`config.mk`:
```
export PLATFORM = sky130hd
export DESIGN_NAME = clk_divider_multi
export DESIGN_NICKNAME = d
export VERILOG_FILES = /design/src/rtl/clkdiv_pkg.sv /design/src/rtl/clkdiv_channel.sv /design/src/rtl/clk_divider_multi.sv
export SDC_FILE = /design/constraint.sdc
export NUM_CORES = 1
export LEC_CHECK = 0
export BUFFER_PORTS_ARGS = -buffer_cell sky130_fd_sc_hd__buf_4
export CAP_MARGIN = 10
export CORE_ASPECT_RATIO = 0.6
export CORE_MARGIN = 2
export CORE_UTILIZATION = 45
export CTS_BUF_LIST = sky130_fd_sc_hd__clkbuf_8
export DETAILED_ROUTE_END_ITERATION = 8
export GPL_ROUTABILITY_DRIVEN = 0
export SLEW_MARGIN = 0
export SYNTH_ARGS = -nofsm -noshare
export SYNTH_HDL_FRONTEND = slang
export SYNTH_HIERARCHICAL = 1
export SYNTH_SLANG_ARGS = --single-unit
```
`constraint.sdc`:
```
create_clock -name clock_100M -period 9.75 [get_ports clock_100M]
set_input_delay 1.4625 -clock clock_100M [delete_from_list [all_inputs] [get_ports clock_100M]]
set_output_delay 1.4625 -clock clock_100M [all_outputs]
set_load 0.03 [all_outputs]
```
`src/rtl/clkdiv_pkg.sv`:
```
// Shared defaults and types for clk_divider_multi.
// The optional tick output is enabled by defining CLKDIV_TICK_EN.
package clkdiv_pkg;

  localparam int CLKDIV_N_CH  = 4;
  localparam int CLKDIV_DIV_W = 8;
  localparam logic [CLKDIV_N_CH*CLKDIV_DIV_W-1:0] CLKDIV_DIV_INIT =
    {8'd100, 8'd10, 8'd3, 8'd2};

  typedef logic [CLKDIV_DIV_W-1:0] div_t;

endpackage

```
`src/rtl/clkdiv_channel.sv`:
```
// One divided-clock channel: counter, shadow/active divisor, registered outputs.
// Tick register exists only when CLKDIV_TICK_EN is defined.
module clkdiv_channel #(
  parameter int               DIV_W    = 8,
  parameter logic [DIV_W-1:0] DIV_INIT = DIV_W'(2)
) (
  input  logic             clk,
  input  logic             rst_n,
  input  logic             en,
  input  logic             wr,
  input  logic [DIV_W-1:0] wr_div,
  output logic             clk_out,
  output logic             tick,
  output logic             pending
);

  logic [DIV_W-1:0] cnt_q, cnt_d;
  logic [DIV_W-1:0] act_q, act_d;
  logic [DIV_W-1:0] shd_q, shd_d;
  logic             pend_q, pend_d;
  logic             run_q, run_d;
  logic             clk_q, clk_d;
  logic             idle, wrap, apply;

  function automatic logic [DIV_W:0] high_len(input logic [DIV_W-1:0] d);
    return ({1'b0, d} + (DIV_W+1)'(1)) >> 1;
  endfunction

  // run_q holds clk_out low after idling until the first complete count wraps.
  always_comb begin
    idle   = !en || (act_q < DIV_W'(2));
    wrap   = !idle && (cnt_q == act_q - DIV_W'(1));
    apply  = pend_q && (idle || wrap);
    act_d  = apply ? shd_q : act_q;
    shd_d  = wr ? wr_div : shd_q;
    pend_d = wr || (pend_q && !apply);
    cnt_d  = (idle || wrap) ? '0 : cnt_q + DIV_W'(1);
    run_d  = !idle && (run_q || wrap) && (act_d >= DIV_W'(2));
    clk_d  = run_d && ({1'b0, cnt_d} < high_len(act_d));
  end

  always_ff @(posedge clk or negedge rst_n) begin
    if (!rst_n) begin
      cnt_q  <= '0;
      act_q  <= DIV_INIT;
      shd_q  <= DIV_INIT;
      pend_q <= 1'b0;
      run_q  <= 1'b0;
      clk_q  <= 1'b0;
    end else begin
      cnt_q  <= cnt_d;
      act_q  <= act_d;
      shd_q  <= shd_d;
      pend_q <= pend_d;
      run_q  <= run_d;
      clk_q  <= clk_d;
    end
  end

  assign clk_out = clk_q;
  assign pending = pend_q;

`ifdef CLKDIV_TICK_EN
  logic tick_q, tick_d;

  always_comb begin
    tick_d = run_d && wrap;
  end

  always_ff @(posedge clk or negedge rst_n) begin
    if (!rst_n) tick_q <= 1'b0;
    else        tick_q <= tick_d;
  end

  assign tick = tick_q;
`else
  assign tick = 1'b0;
`endif

endmodule

```
`src/rtl/clk_divider_multi.sv`:
```
// Multi-channel glitch-free clock divider: write decode plus N_CH channel instances.
// Define CLKDIV_TICK_EN to enable the per-channel tick pulse output.
module clk_divider_multi
  import clkdiv_pkg::*;
#(
  parameter int                     N_CH     = CLKDIV_N_CH,
  parameter int                     DIV_W    = CLKDIV_DIV_W,
  parameter logic [N_CH*DIV_W-1:0]  DIV_INIT = CLKDIV_DIV_INIT,
  localparam int                    CH_W     = (N_CH > 1) ? $clog2(N_CH) : 1
) (
  input  logic              clock_100M,
  input  logic              reset,
  input  logic [N_CH-1:0]   en,
  input  logic              cfg_we,
  input  logic [CH_W-1:0]   cfg_ch,
  input  logic [DIV_W-1:0]  cfg_div,
  output logic [N_CH-1:0]   clk_out,
  output logic [N_CH-1:0]   tick,
  output logic [N_CH-1:0]   cfg_pending
);

  logic [N_CH-1:0] wr_sel;

  // Channel indices at or above N_CH match no channel, so such writes drop out.
  always_comb begin
    wr_sel = '0;
    for (int i = 0; i < N_CH; i++) begin
      if (cfg_we && (int'(cfg_ch) == i)) wr_sel[i] = 1'b1;
    end
  end

  for (genvar g = 0; g < N_CH; g++) begin : g_ch
    clkdiv_channel #(
      .DIV_W    (DIV_W),
      .DIV_INIT (DIV_INIT[g*DIV_W +: DIV_W])
    ) u_ch (
      .clk     (clock_100M),
      .rst_n   (reset),
      .en      (en[g]),
      .wr      (wr_sel[g]),
      .wr_div  (cfg_div),
      .clk_out (clk_out[g]),
      .tick    (tick[g]),
      .pending (cfg_pending[g])
    );
  end

endmodule

```
==> results.json <==
{
  "overflow": 0,
  "antenna_cells": 0,
  "ys_seq_area_frac": 0.361,
  "design.die.area_um2": 17800,
  "worstSetupPathType": "flop to flop",
  "ant_nets": 0,
  "drt_wl_total_um": 17500,
  "power_density_nw_per_um2": 257,
  "nFillCells": 1526,
  "hp-class": "flop to flop",
  "max_stage_delay_ps": 630,
  "start_util": 0.462,
  "hold_depth": 2,
  "path_common_cell": "nor2_1",
  "cts.sinks": 108,
  "period_share": 0.503,
  "cts_resized": 0,
  "htreeDepth": 3,
  "drtIter0Drc": 459,
  "path_max_fanout": 11,
  "synth_adder_area_share": 0.0730,
  "num_vias": 5674,
  "synth.most_common_cell": "dfrtp_1",
  "reg2reg_depth": 19,
  "drv_cap": 0,
  "synth_xor_xnor_area_share": 0.117,
  "die_w_um": 171,
  "vdd_drop_max_uv": 129,
  "ios": 29,
  "grt_pass1_vias": 5519,
  "antenna_found_initial": 0,
  "post_drt_via_cell_ratio": 5.75,
  "synth_top_family_by_area": "simple AND/OR/NAND/NOR gates",
  "total_leakage_power_nw": 3.46,
  "insertion_delay_ps": 380,
  "synth_cells": 757,
  "fp.dieH_um": 104,
  "clkPwrFrac": 0.133,
  "synth_simple_gate_area_frac": 0.172,
  "period_needed_ps": 4910,
  "synth_top_cell_by_area": "dfrtp_1",
  "io_buffers": 24,
  "synth_cell_types": 76,
  "drive_gt1_frac": 0.184,
  "cp-end-kind": "flop",
  "tightest_slew_ps": 1060,
  "avgRoutedWirePerCell_um": 17.7,
  "clk_pin_slew_ps": 100,
  "switching_share": 0.441,
  "seq_power_share": 0.406,
  "ys_dominant_reg_cell": "dfrtp_1",
  "maxSlewViolCount": 0,
  "grt_start_max_net_pins": 75,
  "async_flop_share": 1.00,
  "fmax_mhz": 204,
  "switchingPower_w": 0.000903,
  "fp-row-count": 36,
  "core_um2": 16300,
  "worst_path_max_delay_cell": "or4_4",
  "combPwrFrac": 0.461,
  "synth_seq_cells": 108,
  "post_cts_buffers": 0,
  "fin_skew_ps": 14.0,
  "syn_to_final_growth_pct": 5.53,
  "syn_area_per_cell_um2": 9.96,
  "track_usage": 0.205,
  "relSlewSlack": 0.281,
  "hpwl_um": 13400,
  "nets": 815,
  "finalPower_w": 0.00205,
  "grt_setup_unrepaired": "no",
  "route.detailed.drc": 0,
  "yosys_warnings": 6,
  "firstDrtPassIters": 5,
  "cts_hold_buffers": 0,
  "syn-num-nets": 818,
  "startpoint_type": "flop",
  "synth_mux_area_frac": 0.112,
  "clock_path_buffers": 2,
  "netlist_area_um2": 7540,
  "synth-edff-count": 0,
  "fin_setup_tns_ps": 0,
  "cts_inserted_buffers": 9,
  "p_int_w": 0.00114,
  "cts-root-buf": "clkbuf_8",
  "setup_viol": 0,
  "synthTopCellsByArea": "dfrtp_1 (31%), mux2_2 (7.6%), ha_1 (7.3%)",
  "final-seq-area_um2": 2720,
  "crit_arrival_ps": 5200,
  "crit_required_ps": 10040,
  "finalHoldViolCount": 0,
  "synth_compound_area_frac": 0.119,
  "ys_top_cells_by_count": "dfrtp_1 (92), nor2_1 (69), nand3_1 (63), mux2_2 (51), xor2_1 (51)",
  "status": "finished, final reports clean",
  "multi_input_area_um2": 4490,
  "cp_cell_sequence": "or4_4 -> o41a_2 -> and2_0 -> a22o_1 -> nor3_1 -> nor2_1 -> inv_1 -> ha_1 -> nand3_1 -> nor2_1 -> mux2i_1 -> xor2_1 -> ha_1 -> nand3_1 -> nor2_1 -> a211o_1 -> nor4_1 -> a21oi_1 -> a311oi_2",
  "grt_pass1_wl_um": 29100,
  "netlist.area_leader.share": 0.305,
  "cts_tree": "yes"
}
==> power by group through the flow <==
stage          combinational, W  sequential [W]  clock, W
6_report               0.000942        0.000831  0.000273
5_1_grt                 0.00105        0.000855  0.000304
4_1_cts                0.000942        0.000823  0.000284
3_5_place_dp           0.000936        0.000832         0
3_3_place_gp           0.000905        0.000828         0
2_1_floorplan          0.000855        0.000693         0
==> routing by layer <==
| metal | routed length [µm] | global-route usage | vias to the layer above |
|---|---|---|---|
| li1 | - | - | 2701 |
| met1 | 9220 | 0.332 | 2773 |
| met2 | 6930 | 0.277 | 179 |
| met3 | 1070 | 0.0411 | 21 |
| met4 | 237 | 0.0406 | 0 |
| met5 | 0 | 0 | - |
==> cell type report <==
type                       count  area share
multi-input combinational    588       0.564
sequential                   108       0.342
tap                          228      0.0359
timing repair buffer          25      0.0236
clock buffer                  10      0.0173
inverter                      22      0.0104
clock inverter                 6     0.00645
==> worst paths after layout <==
check,start,to,slack [ps]
worst max-delay path,g_ch[3].u_ch/act_q[4],g_ch[3].u_ch/clk_out,4840
max in group asynchronous,reset,g_ch[3].u_ch/act_q[0],7420
worst max register to register,g_ch[3].u_ch/act_q[4],g_ch[3].u_ch/clk_out,4840
worst min register to register,g_ch[2].u_ch/run_q,g_ch[2].u_ch/run_q,540
min in group asynchronous,reset,g_ch[0].u_ch/cnt_q[5],1020
worst min-delay path,g_ch[2].u_ch/run_q,g_ch[2].u_ch/run_q,540
==> logic make-up after synthesis <==
group	Yosys count
muxes	74
AOI/OAI and AO/OA	111
xor gates and xnor gates	100
other	4
and+or+nand+nor	255
buffers and inverters	61
DFF	108
adders and majority gates	44
==> critical path, delay by kind of cell (launching register included) <==
kind	cells	cell delay (ps)
buf+inv	1	150
compound gates	5	1290
flops	1	540
simple gates	9	2070
mux	1	100
xor+xnor	1	170
fa+ha+maj	2	540
==> sequential cells by signal, indices dropped and copies added (netlist names) <==
| register | cells |
|---|---|
| g_ch.u_ch/shd_q | 32 |
| g_ch.u_ch/run_q | 4 |
| g_ch.u_ch/cnt_q | 32 |
| g_ch.u_ch/clk_out | 4 |
| g_ch.u_ch/act_q | 32 |
| g_ch.u_ch/pending | 4 |
==> placed cells by master (no fill, tap or decap), drive strengths merged, types with 24 or more instances in the layout <==
master and instances:
buf 25, dfrtp 92, and3 24, mux2 59, ha 44, xor2 51
xnor2 49, nand3 63, nor2 69, inv 25, nand2 40
==> stage by stage <==
stage / instances / instance area [µm²] / setup WS (ps) / util / hold WS [ps]
after floorplan: 757 / 7540 / 5370 / - / 481
after global placement: 971 / 7760 / 4950 / 0.476 / 508
after detailed placement: 971 / 7760 / 4790 / 0.476 / 515
after CTS: 987 / 7950 / 4930 / 0.488 / 542
after global routing: 987 / 7950 / 4570 / 0.488 / 572
final: 987 / 7950 / 4840 / 0.488 / 537
Power figures use the tool's default switching activity.
